### config.mk
export PLATFORM = sky130hd
export DESIGN_NAME = parity_scrub_ctrl
export DESIGN_NICKNAME = d
export VERILOG_FILES = /design/src/rtl/parity_scrub_ctrl.sv
export SDC_FILE = /design/constraint.sdc
export NUM_CORES = 1
export LEC_CHECK = 0
export BUFFER_PORTS_ARGS = -buffer_cell sky130_fd_sc_hd__buf_2
export CAP_MARGIN = 5
export CORE_MARGIN = 3
export CORE_UTILIZATION = 40
export CTS_BUF_LIST = sky130_fd_sc_hd__clkbuf_8
export CTS_CLUSTER_SIZE = 14
export DETAILED_ROUTE_END_ITERATION = 12
export PLACE_DENSITY = 0.66
export SLEW_MARGIN = 15
export SYNTH_ARGS = -nofsm -noshare
export SYNTH_HDL_FRONTEND = slang
export SYNTH_SLANG_ARGS = --single-unit
### constraint.sdc
create_clock -name clk -period 2.3 [get_ports clk]
set_input_delay 0.23 -clock clk [delete_from_list [all_inputs] [get_ports clk]]
set_output_delay 0.23 -clock clk [all_outputs]
set_load 0.02 [all_outputs]
### src/rtl/parity_scrub_ctrl.sv
// Background parity scrubber. Walks every entry of a parity-protected array
// through a shared read port and gives way to functional traffic. It recomputes
// even parity for each entry and reports and counts mismatches.
module parity_scrub_ctrl #(
  parameter int WIDTH  = 8,
  parameter int DEPTH  = 16,
  parameter int ADDR_W = $clog2(DEPTH),
  parameter int CNT_W  = 8
) (
  input  logic              clk,
  input  logic              reset,
  input  logic              start,
  input  logic              cont_mode,
  input  logic              abort,
  input  logic              func_busy,
  output logic              rd_en,
  output logic [ADDR_W-1:0] rd_addr,
  input  logic [WIDTH-1:0]  rd_data,
  input  logic              rd_par,
  output logic              err_valid,
  output logic [ADDR_W-1:0] err_addr,
  output logic [CNT_W-1:0]  err_count,
  input  logic              clr_cnt,
  output logic              busy,
  output logic              done
);

  typedef enum logic [1:0] {
    S_IDLE,
    S_ISSUE,
    S_CHECK,
    S_DONE
  } state_t;

  localparam logic [ADDR_W-1:0] LAST_ADDR = ADDR_W'(DEPTH - 1);
  localparam logic [CNT_W-1:0]  CNT_MAX   = '1;

  state_t              state_q, state_d;
  logic [ADDR_W-1:0]   addr_q, addr_d;
  logic                mismatch;

  // State and scrub address registers.
  // NOTE: sequential state uses non-blocking assignments so every flop samples pre-edge values.
  always_ff @(posedge clk or posedge reset) begin
    if (reset) begin
      state_q <= S_IDLE;
      addr_q  <= '0;
    end else begin
      state_q <= state_d;
      addr_q  <= addr_d;
    end
  end

  // Next-state and next-address selection; abort beats everything except start in IDLE.
  // NOTE: defaults first so no path leaves state_d/addr_d unassigned and infers a latch.
  always_comb begin
    state_d = state_q;
    addr_d  = addr_q;
    case (state_q)
      S_IDLE: begin
        if (start) begin
          state_d = S_ISSUE;
          addr_d  = '0;
        end
      end
      S_ISSUE: begin
        if (abort) begin
          state_d = S_IDLE;
          addr_d  = '0;
        end else if (!func_busy) begin
          state_d = S_CHECK;
        end
      end
      S_CHECK: begin
        if (abort) begin
          state_d = S_IDLE;
          addr_d  = '0;
        end else if (addr_q == LAST_ADDR) begin
          state_d = S_DONE;
        end else begin
          state_d = S_ISSUE;
          addr_d  = addr_q + ADDR_W'(1);
        end
      end
      S_DONE: begin
        addr_d = '0;
        if (abort || !cont_mode) begin
          state_d = S_IDLE;
        end else begin
          state_d = S_ISSUE;
        end
      end
      default: begin
        state_d = S_IDLE;
        addr_d  = '0;
      end
    endcase
  end

  // Moore outputs plus the read request, which is gated by func_busy so the
  // scrubber never contends with functional traffic.
  always_comb begin
    rd_en = 1'b0;
    busy  = 1'b0;
    done  = 1'b0;
    case (state_q)
      S_ISSUE: begin
        busy  = 1'b1;
        rd_en = !func_busy;
      end
      S_CHECK: busy = 1'b1;
      S_DONE: begin
        busy = 1'b1;
        done = 1'b1;
      end
      default: ;
    endcase
  end

  assign rd_addr = addr_q;

  // An aborted check is discarded, so abort suppresses the mismatch outright.
  assign mismatch = (state_q == S_CHECK) && !abort && ((^rd_data) != rd_par);

  // Error reporting: one-cycle pulse, sticky last address, saturating counter
  // where a clear in the same cycle as an increment takes precedence.
  always_ff @(posedge clk or posedge reset) begin
    if (reset) begin
      err_valid <= 1'b0;
      err_addr  <= '0;
      err_count <= '0;
    end else begin
      err_valid <= mismatch;
      if (mismatch) begin
        err_addr <= addr_q;
      end
      if (clr_cnt) begin
        err_count <= '0;
      end else if (mismatch && (err_count != CNT_MAX)) begin
        err_count <= err_count + CNT_W'(1);
      end
    end
  end

endmodule

==> flow_summary.ini, run 1 <==
[run_status]
outcome = finished, final reports clean

[die]
die_w_um = 57.63
rows = 18
io_pins = 36
die_y_um = 57.63
die-area_sq_um = 3321
core-area_sq_um = 2500
start_util_pct = 42.64

[placement]
pre_cts_slack_ns = 0.3278
routabilityCongestion = 0.7603
io_buffers = 35
postPlaceCellArea_sq_um = 1274
dp_hpwl_um = 1734

[timing]
holdWs_ns = 0.09920
slew_viol_final = 0
fin_skew_ns = 0.001620
fin_crit_ns = 1.963
setup_tns_ns = 0
rsz0062_at_grt = false
setup_viol = 0
slew_headroom_pct = 38.94
fin_ws_ns = 0.3369
hold_violations = 0
tightest_slew_ns = 0.9044
max_freq_mhz = 509.4
fin_crit_sh_pct = 85.35

[yosys]
synth-simple-area-share_pct = 26.29
synthCells = 113
ys_types = 39
synth_area_sq_um = 1066
synth_compound_area_share_pct = 11.74
synth_mux_area_share_pct = 4.225
synth_area_per_cell_sq_um = 9.434
async_flop_share_pct = 100.0
seq_area_frac_synth_pct = 44.60
synth_xor_area_share_pct = 6.808
synth-edff-count = 0
synth_top_family_by_area = simple AND/OR/NAND/NOR gates
synth_top_flop_cell = dfrtp_1
yosysWarnings = 0
synth_nets = 131
synth_seq_cells = 19
synthAdderAreaFrac_pct = 2.347

[cells_and_area]
diodes = 0
area_growth_pct = 23.71
fill_cells = 223
final_util_pct = 52.75
final_common_cell = buf_2
fin_area_sq_um = 1319
seq_area_sq_um = 475.5
finalNetCount = 170
final_cell_mix = buf_2 (35), nand2_1 (20), dfrtp_1 (19), o21ai_0 (7)
layout-drive-gt1-share_pct = 30.46
multi_input_area_sq_um = 548.0

[clocking]
clock_path_buffers = 2
h-tree-depth = 1
cts_tree = built
numClockSinks = 19
cts_resized = 0
cts.clk_slew.worst_paths_ns = 0.07
cts.hold.buffers_added = 0
cts_post_setup_buffers_inserted = 0
clock_latency_ns = 0.25
root_buffer = clkbuf_8
cts_buffers = 3

[grt]
grt_pass1_vias = 916
grt_use_total_pct = 14.81
grt_max_degree = 20
grt_pass1_wl_um = 3912
grt_overflow = 0
antenna_found_initial = 0

[critical_path]
cp-end-kind = flop
critPathKind = reg -> reg
worstPathMaxFanout = 10
crit_required_ns = 2.48
startpoint_type = flop
crit_arrival_ns = 2.15

[route]
dr_wl_met3_um = 112
m1WireLength_um = 1109
highest_layer = met4
vias = 974
drt-pass1-iter-count = 4
drtIter0Drc = 22
ant_nets = 0
avgRoutedWirePerCell_um = 12.81
drt_wl_total_um = 2319
routed_via_density = 5.381
drcViolationCount = 0
wl_met2_um = 1060

[pwr]
ir_drop_mv = 0.3385
power.density_nw_per_um2 = 528.2
p_leak_nw = 0.6846

[min_path]
min_path_type = in -> async

[job]
maxCapViolCount = 0
## metrics by stage
step                       power, W  std cells
after floorplan           0.0004383        113
after global placement    0.0004713        177
after CTS                 0.0007000        181
after detailed placement  0.0004739        177
final                     0.0006966        181
after global routing      0.0007293        181
## cell families (layout without fill, tap and decap cells)
family	Yosys count	in the layout
and+or+nand+nor	53	53
buffers and inverters	9	47
AOI/OAI and AO/OA	21	21
muxes	4	4
adders and majority gates	2	2
xor gates and xnor gates	5	5
DFF	19	19
## critical path, stage by stage (launching register included)
cell	delay, ns
dfrtp_1	0.49
or3b_4	0.46
nor2_4	0.12
mux2i_2	0.14
or4_1	0.53
a21oi_1	0.15
## synthesized netlist by cell type, types with 2 or more instances
cell,n,area (sq um)
a21oi_1,5,25.02
mux2i_1,2,20.02
o21ai_0,7,35.03
ha_1,2,25.02
and3_1,2,12.51
nor2b_1,2,12.51
nor3_1,3,15.01
xnor2_1,2,17.52
inv_1,5,18.77
and2_1,2,12.51
nand2b_1,2,12.51
dfrtp_1,19,475.5
or3_1,2,12.51
nand2_1,20,75.07
nand3_1,3,15.01
o31ai_1,3,22.52
a31oi_1,2,12.51
or4_1,2,15.01
nand4_1,3,18.77
nor2_1,6,22.52
## flip-flops by register name, summed over array words and instances, names as in the netlist
register,cells
err_count,8
state_q,2
err_valid,1
err_addr,4
rd_addr,4
## path summary, 6_finish.rpt
| kind | from | endpoint | slack (ns) | cells after the start |
|---|---|---|---|---|
| setup / recovery | state_q[1] | err_count[5] | 0.34 | 5 |
| max in group asynchronous | reset | err_addr[0] | 1.73 | 2 |
| setup reg to reg | state_q[1] | err_count[5] | 0.34 | 5 |
| min in group clk | abort | state_q[1] | 0.20 | 2 |
| hold reg to reg | err_addr[1] | err_addr[1] | 0.49 | 2 |
| hold / removal | reset | state_q[0] | 0.1 | 2 |
## layer usage
metal / vias to the layer above / global-route usage, %
met2: 24 / 23.06
met3: 5 / 2.227
met1: 468 / 20.46
met5: - / 0
met4: 0 / 6.623
li1: 477 / -
## power breakdown
part / total (W) / switching, W / internal, W
clock network: 0.000230 / 0.000111 / 0.000119
logic: 0.000112 / 0.0000597 / 0.0000526
registers: 0.000355 / 0.0000129 / 0.000342
total: 0.000697 / 0.000184 / 0.000513
## layout make-up
cell class / count / area share [%]
Multi-Input combinational cell: 85 / 41.56
Clock inverter: 1 / 0.2846
Inverter: 6 / 1.708
Tap cell: 30 / 2.846
Timing Repair Buffer: 37 / 14.42
Sequential cell: 19 / 36.05
Clock buffer: 3 / 3.131
Power figures use the tool's default switching activity.
==> run 2: changes to the inputs <==
CELL_PAD_IN_SITES_DETAIL_PLACEMENT = 0   (was not set)
CELL_PAD_IN_SITES_GLOBAL_PLACEMENT = 1   (was not set)
CORE_UTILIZATION = 38   (was 40)
GPL_TIMING_DRIVEN = 0   (was not set)
PLACE_DENSITY = not set   (was 0.66)
PLACE_DENSITY_LB_ADDON = 0.1   (was not set)
==> run 2 against run 1 <==
Combinational power is essentially flat. Critical path depth stayed put. Via count shrank 2.3%. Critical path type unchanged. Largest power group unchanged. Flip-flop and latch count unchanged. Clock skew is 0.0021 ns higher. Critical endpoint unchanged. Sequential share of layout area unchanged. Total power is 0.12% higher. Final cell count unchanged. Design area unchanged. Non-clock buffer count is the same. Worst hold slack worse by 0.015 ns.
==> flow_summary.ini, run 2 (synthesized netlist as in run 1, its figures left out) <==
[timing]
fin_crit_sh_pct = 83.29
fin_crit_ns = 1.916
max_freq_mhz = 522.0
setup_viol = 0
rsz0062_at_grt = false
fin_skew_ns = 0.003695
slew_headroom_pct = 40.21
holdWs_ns = 0.08411
slew_viol_final = 0
hold_violations = 0
tightest_slew_ns = 0.8856
setup_tns_ns = 0

[grt]
grt_use_total_pct = 15.09
grt_overflow = 0
met3_usage_pct = 2.851
antenna_found_initial = 0
grt_max_degree = 20
grt_pass1_wl_um = 3953
grt_pass1_vias = 885
met2_usage_pct = 23.19
busiest_layer = met2
grt_util_met1_pct = 21.03

[placement]
dp_hpwl_um = 1726
place_inst = 177
io_buffers = 34
routabilityCongestion = 0.7463

[critical_path]
slowest_stage = or4_1
crit_buf_inv = 0
crit_family = simple AND/OR/NAND/NOR gates
startpoint_type = flop
crit_arrival_ns = 2.10
cp-end-kind = flop
cpPeakStageDelay_ns = 0.51
reg2reg_slack_ns = 0.38
crit_required_ns = 2.48
critical_path.cell_chain = nor3b_2 > and2_1 > mux2i_2 > or4_1 > a21oi_1
critPathKind = reg -> reg
worstPathMaxFanout = 8

[cells_and_area]
final_cell_mix = buf_2 (35), nand2_1 (20), dfrtp_1 (19), o21ai_0 (7)
final_common_cell = buf_2
diodes = 0
area_growth_pct = 23.71
fill_cells = 256
largest_reg_flops = 8
layout.cells.non_filler = 181
regMostFlops = err_count
finalNetCount = 170
layout-drive-gt1-share_pct = 29.80
final_util_pct = 51.36

[route]
drt_wl_total_um = 2362
routed_via_density = 5.260
avgRoutedWirePerCell_um = 13.05
ant_nets = 0
drt-pass1-iter-count = 4
vias = 952
drtIter0Drc = 48
drcViolationCount = 0

[die]
rows = 18
die_y_um = 58.97
die_w_um = 58.97
start_util_pct = 41.52
die-area_sq_um = 3477
core-area_sq_um = 2567
io_pins = 36

[pwr]
p_seq_share_pct = 50.4
p_leak_nw = 0.6807
ir_drop_mv = 0.2728
p_switching_w = 0.0001836
clkPwrFrac_pct = 33.1
intPower_w = 0.0005138
swShare_pct = 26.33
combPwrFrac_pct = 16.5
power.density_nw_per_um2 = 528.8

[clocking]
clock_latency_ns = 0.25
root_buffer = clkbuf_8
cts.clk_slew.worst_paths_ns = 0.07
clock_path_buffers = 2
cts_post_setup_buffers_inserted = 0
cts.hold.buffers_added = 0
cts_tree = built
numClockSinks = 19
h-tree-depth = 1
cts_resized = 0
cts_buffers = 3

[job]
maxCapViolCount = 0

[min_path]
min_path_type = in -> async

[run_status]
outcome = finished, final reports clean
-- run 2: worst register-to-register path: stages, from the launching register on --
cell	delay (ns)
dfrtp_1	0.45
nor3b_2	0.40
and2_1	0.20
mux2i_2	0.12
or4_1	0.51
a21oi_1	0.16
-- run 2: worst paths after layout --
kind	cells after the start	startpoint	to
setup reg to reg	5	state_q[0]	err_count[5]
setup / recovery	5	state_q[0]	err_count[5]
max in group asynchronous	2	reset	rd_addr[3]
min in group clk	2	abort	state_q[1]
hold / removal	2	reset	err_count[4]
hold reg to reg	2	err_addr[1]	err_addr[1]
-- run 2: per-stage QoR --
stage	setup WS (ns)	power, W	area [sq um]
global placement	0.3970	0.0004731	1274
floorplan	0.5260	0.0004383	1066
detailed placement	0.3862	0.0004743	1274
global route	0.2370	0.0007360	1319
finish	0.3844	0.0006974	1319
CTS	0.3852	0.0007046	1319
-- run 2: metal layers --
metal	vias to the layer above	share of wire [%]
met5	-	0
met4	0	1.2
met3	4	6.0
met2	29	46
met1	445	47
li1	474	-
-- run 2: cell type report --
cell class	instances	area (sq um)	share of cell area [%]
Multi-Input combinational cell	85	548.0	41.56
Sequential cell	19	475.5	36.05
Timing Repair Buffer	34	170.2	12.90
Clock buffer	3	41.29	3.131
Tap cell	30	37.54	2.846
Inverter	6	22.52	1.708
Buffer	3	20.02	1.518
Clock inverter	1	3.754	0.2846
-- run 2: power groups by stage --
stage	Sequential, W	Combinational, W	Clock (W)
2_1_floorplan	0.000361	0.0000773	0
3_3_place_gp	0.000358	0.000115	0
3_5_place_dp	0.000358	0.000116	0
4_1_cts	0.000352	0.000117	0.000236
5_1_grt	0.000354	0.000127	0.000255
6_report	0.000352	0.000115	0.000231
==> run 3: changes to the inputs <==
clock period = 2 ns   (was 2.3 ns; I/O delays follow)
==> run 3 against run 2 <==
Via count up 0.84%. Count of clock-buffer cells in the layout unchanged. Die area unchanged. Register-to-register slack worse by 0.29 ns. Clock power up 15%. Critical endpoint unchanged. Highest routed layer unchanged.
==> flow_summary.ini, run 3 (synthesized netlist as in run 1, its figures left out) <==
[pwr]
ir_drop_mv = 0.3138
finalPower_w = 0.0008060
p_leak_nw = 0.6825
power.density_nw_per_um2 = 606.0

[clocking]
numClockSinks = 19
clock_latency_ns = 0.25
cts_tree = built
h-tree-depth = 1
root_buffer = clkbuf_8
cts_post_setup_buffers_inserted = 0
cts.clk_slew.worst_paths_ns = 0.07
clock_path_buffers = 2
cts_buffers = 3

[timing]
hold_violations = 0
fin_skew_ns = 0.003548
tightest_slew_ns = 0.8876
setup_viol = 0
fin_crit_sh_pct = 95.37
fin_ws_ns = 0.09259
setup_tns_ns = 0
slew_viol_final = 0
fin_crit_ns = 1.907
slew_headroom_pct = 40.08
max_freq_mhz = 524.3

[die]
io_pins = 36
die_w_um = 58.97
rows = 18
die_y_um = 58.97
die-area_sq_um = 3477
core-area_sq_um = 2567
start_util_pct = 41.52

[grt]
grt_use_total_pct = 15.09
grt_pass1_vias = 885
grt_overflow = 0
grt_max_degree = 20
grt_pass1_wl_um = 3953
antenna_found_initial = 0

[placement]
routabilityCongestion = 0.7463
pre_cts_slack_ns = 0.1105
io_buffers = 34
dp_hpwl_um = 1726
postPlaceCellArea_sq_um = 1274

[route]
drt_wl_total_um = 2363
drt-pass1-iter-count = 4
avgRoutedWirePerCell_um = 13.06
drtIter0Drc = 53
routed_via_density = 5.304
vias = 960
drcViolationCount = 0
ant_nets = 0

[cells_and_area]
layout-drive-gt1-share_pct = 31.13
multi_input_area_sq_um = 558.0
fin_area_sq_um = 1330
final_cell_mix = buf_2 (35), nand2_1 (20), dfrtp_1 (18), o21ai_0 (7)
regMostFlops = err_count
final_common_cell = buf_2
seq_area_sq_um = 476.7
diodes = 0
area_growth_pct = 24.77
largest_reg_flops = 8
finalNetCount = 170
fill_cells = 252

[run_status]
outcome = finished, final reports clean

[critical_path]
crit_required_ns = 2.19
crit_path_start = state_q[0]
critPathCapture = err_count[5]
reg2reg_depth = 5
reg2reg_slack_ns = 0.09
timing.rr.start = state_q[0]
worstPathMaxFanout = 8
startpoint_type = flop
reg2reg_to = err_count[5]
crit_arrival_ns = 2.09
cp-end-kind = flop
critPathKind = reg -> reg

[min_path]
min_path_type = in -> async

[job]
maxCapViolCount = 0
## run 3: what timing repair did
action / CTS / global route
endpoints found under the setup margin: 0 / 3
hold buffers: 0 / 0
gates resized for setup: 0 / 3
endpoints found under the hold margin: 0 / 0
## run 3: worst max-delay path: stages (launching register included)
cell and delay (ns):
dfrtp_2 0.46, or3b_4 0.45, nor2_4 0.12, mux2i_2 0.12
or4_1 0.54, a21oi_2 0.14
## run 3: final cells by class
class	count	share of cell area [%]
clock inverters	1	0.2822
inverters	6	1.693
well taps	30	2.822
flip-flops and latches	19	35.84
clock buffers	3	3.104
plain buffers	3	1.505
repair buffers	34	12.79
multi-input cells	85	41.96
## run 3: stage by stage
stage / instances / hold slack [ns] / utilization (%)
finish: 181 / 0.05358 / 51.80
global route: 181 / 0.1403 / 51.80
CTS: 181 / 0.09637 / 51.36
detailed placement: 177 / 0.3774 / 49.61
global placement: 177 / 0.3728 / 49.61
floorplan: 113 / 0.1511 / -
## run 3: how the worst min path moves through the flow
stage	end	slack, ns
2_1_floorplan	err_addr[0]	0.15
3_3_place_gp	err_count[4]	0.37
3_5_place_dp	err_count[4]	0.38
4_1_cts	err_count[4]	0.1
5_1_grt	state_q[1]	0.14
6_report	err_count[4]	0.05
## run 3: power breakdown
group | total [W] | internal, W | switching (W)
Combinational | 0.000133 | 0.0000625 | 0.0000708
Sequential | 0.000407 | 0.000394 | 0.0000131
Clock | 0.000266 | 0.000136 | 0.000129
Total | 0.000806 | 0.000593 | 0.000213
## run 3: layer usage
metal  up-vias  track usage [%]  share of wire (%)
li1        474                -                  -
met1       452            21.03                 47
met2        30            23.19                 46
met3         4            2.851                6.2
met4         0            5.825                1.2
met5         -                0                  0
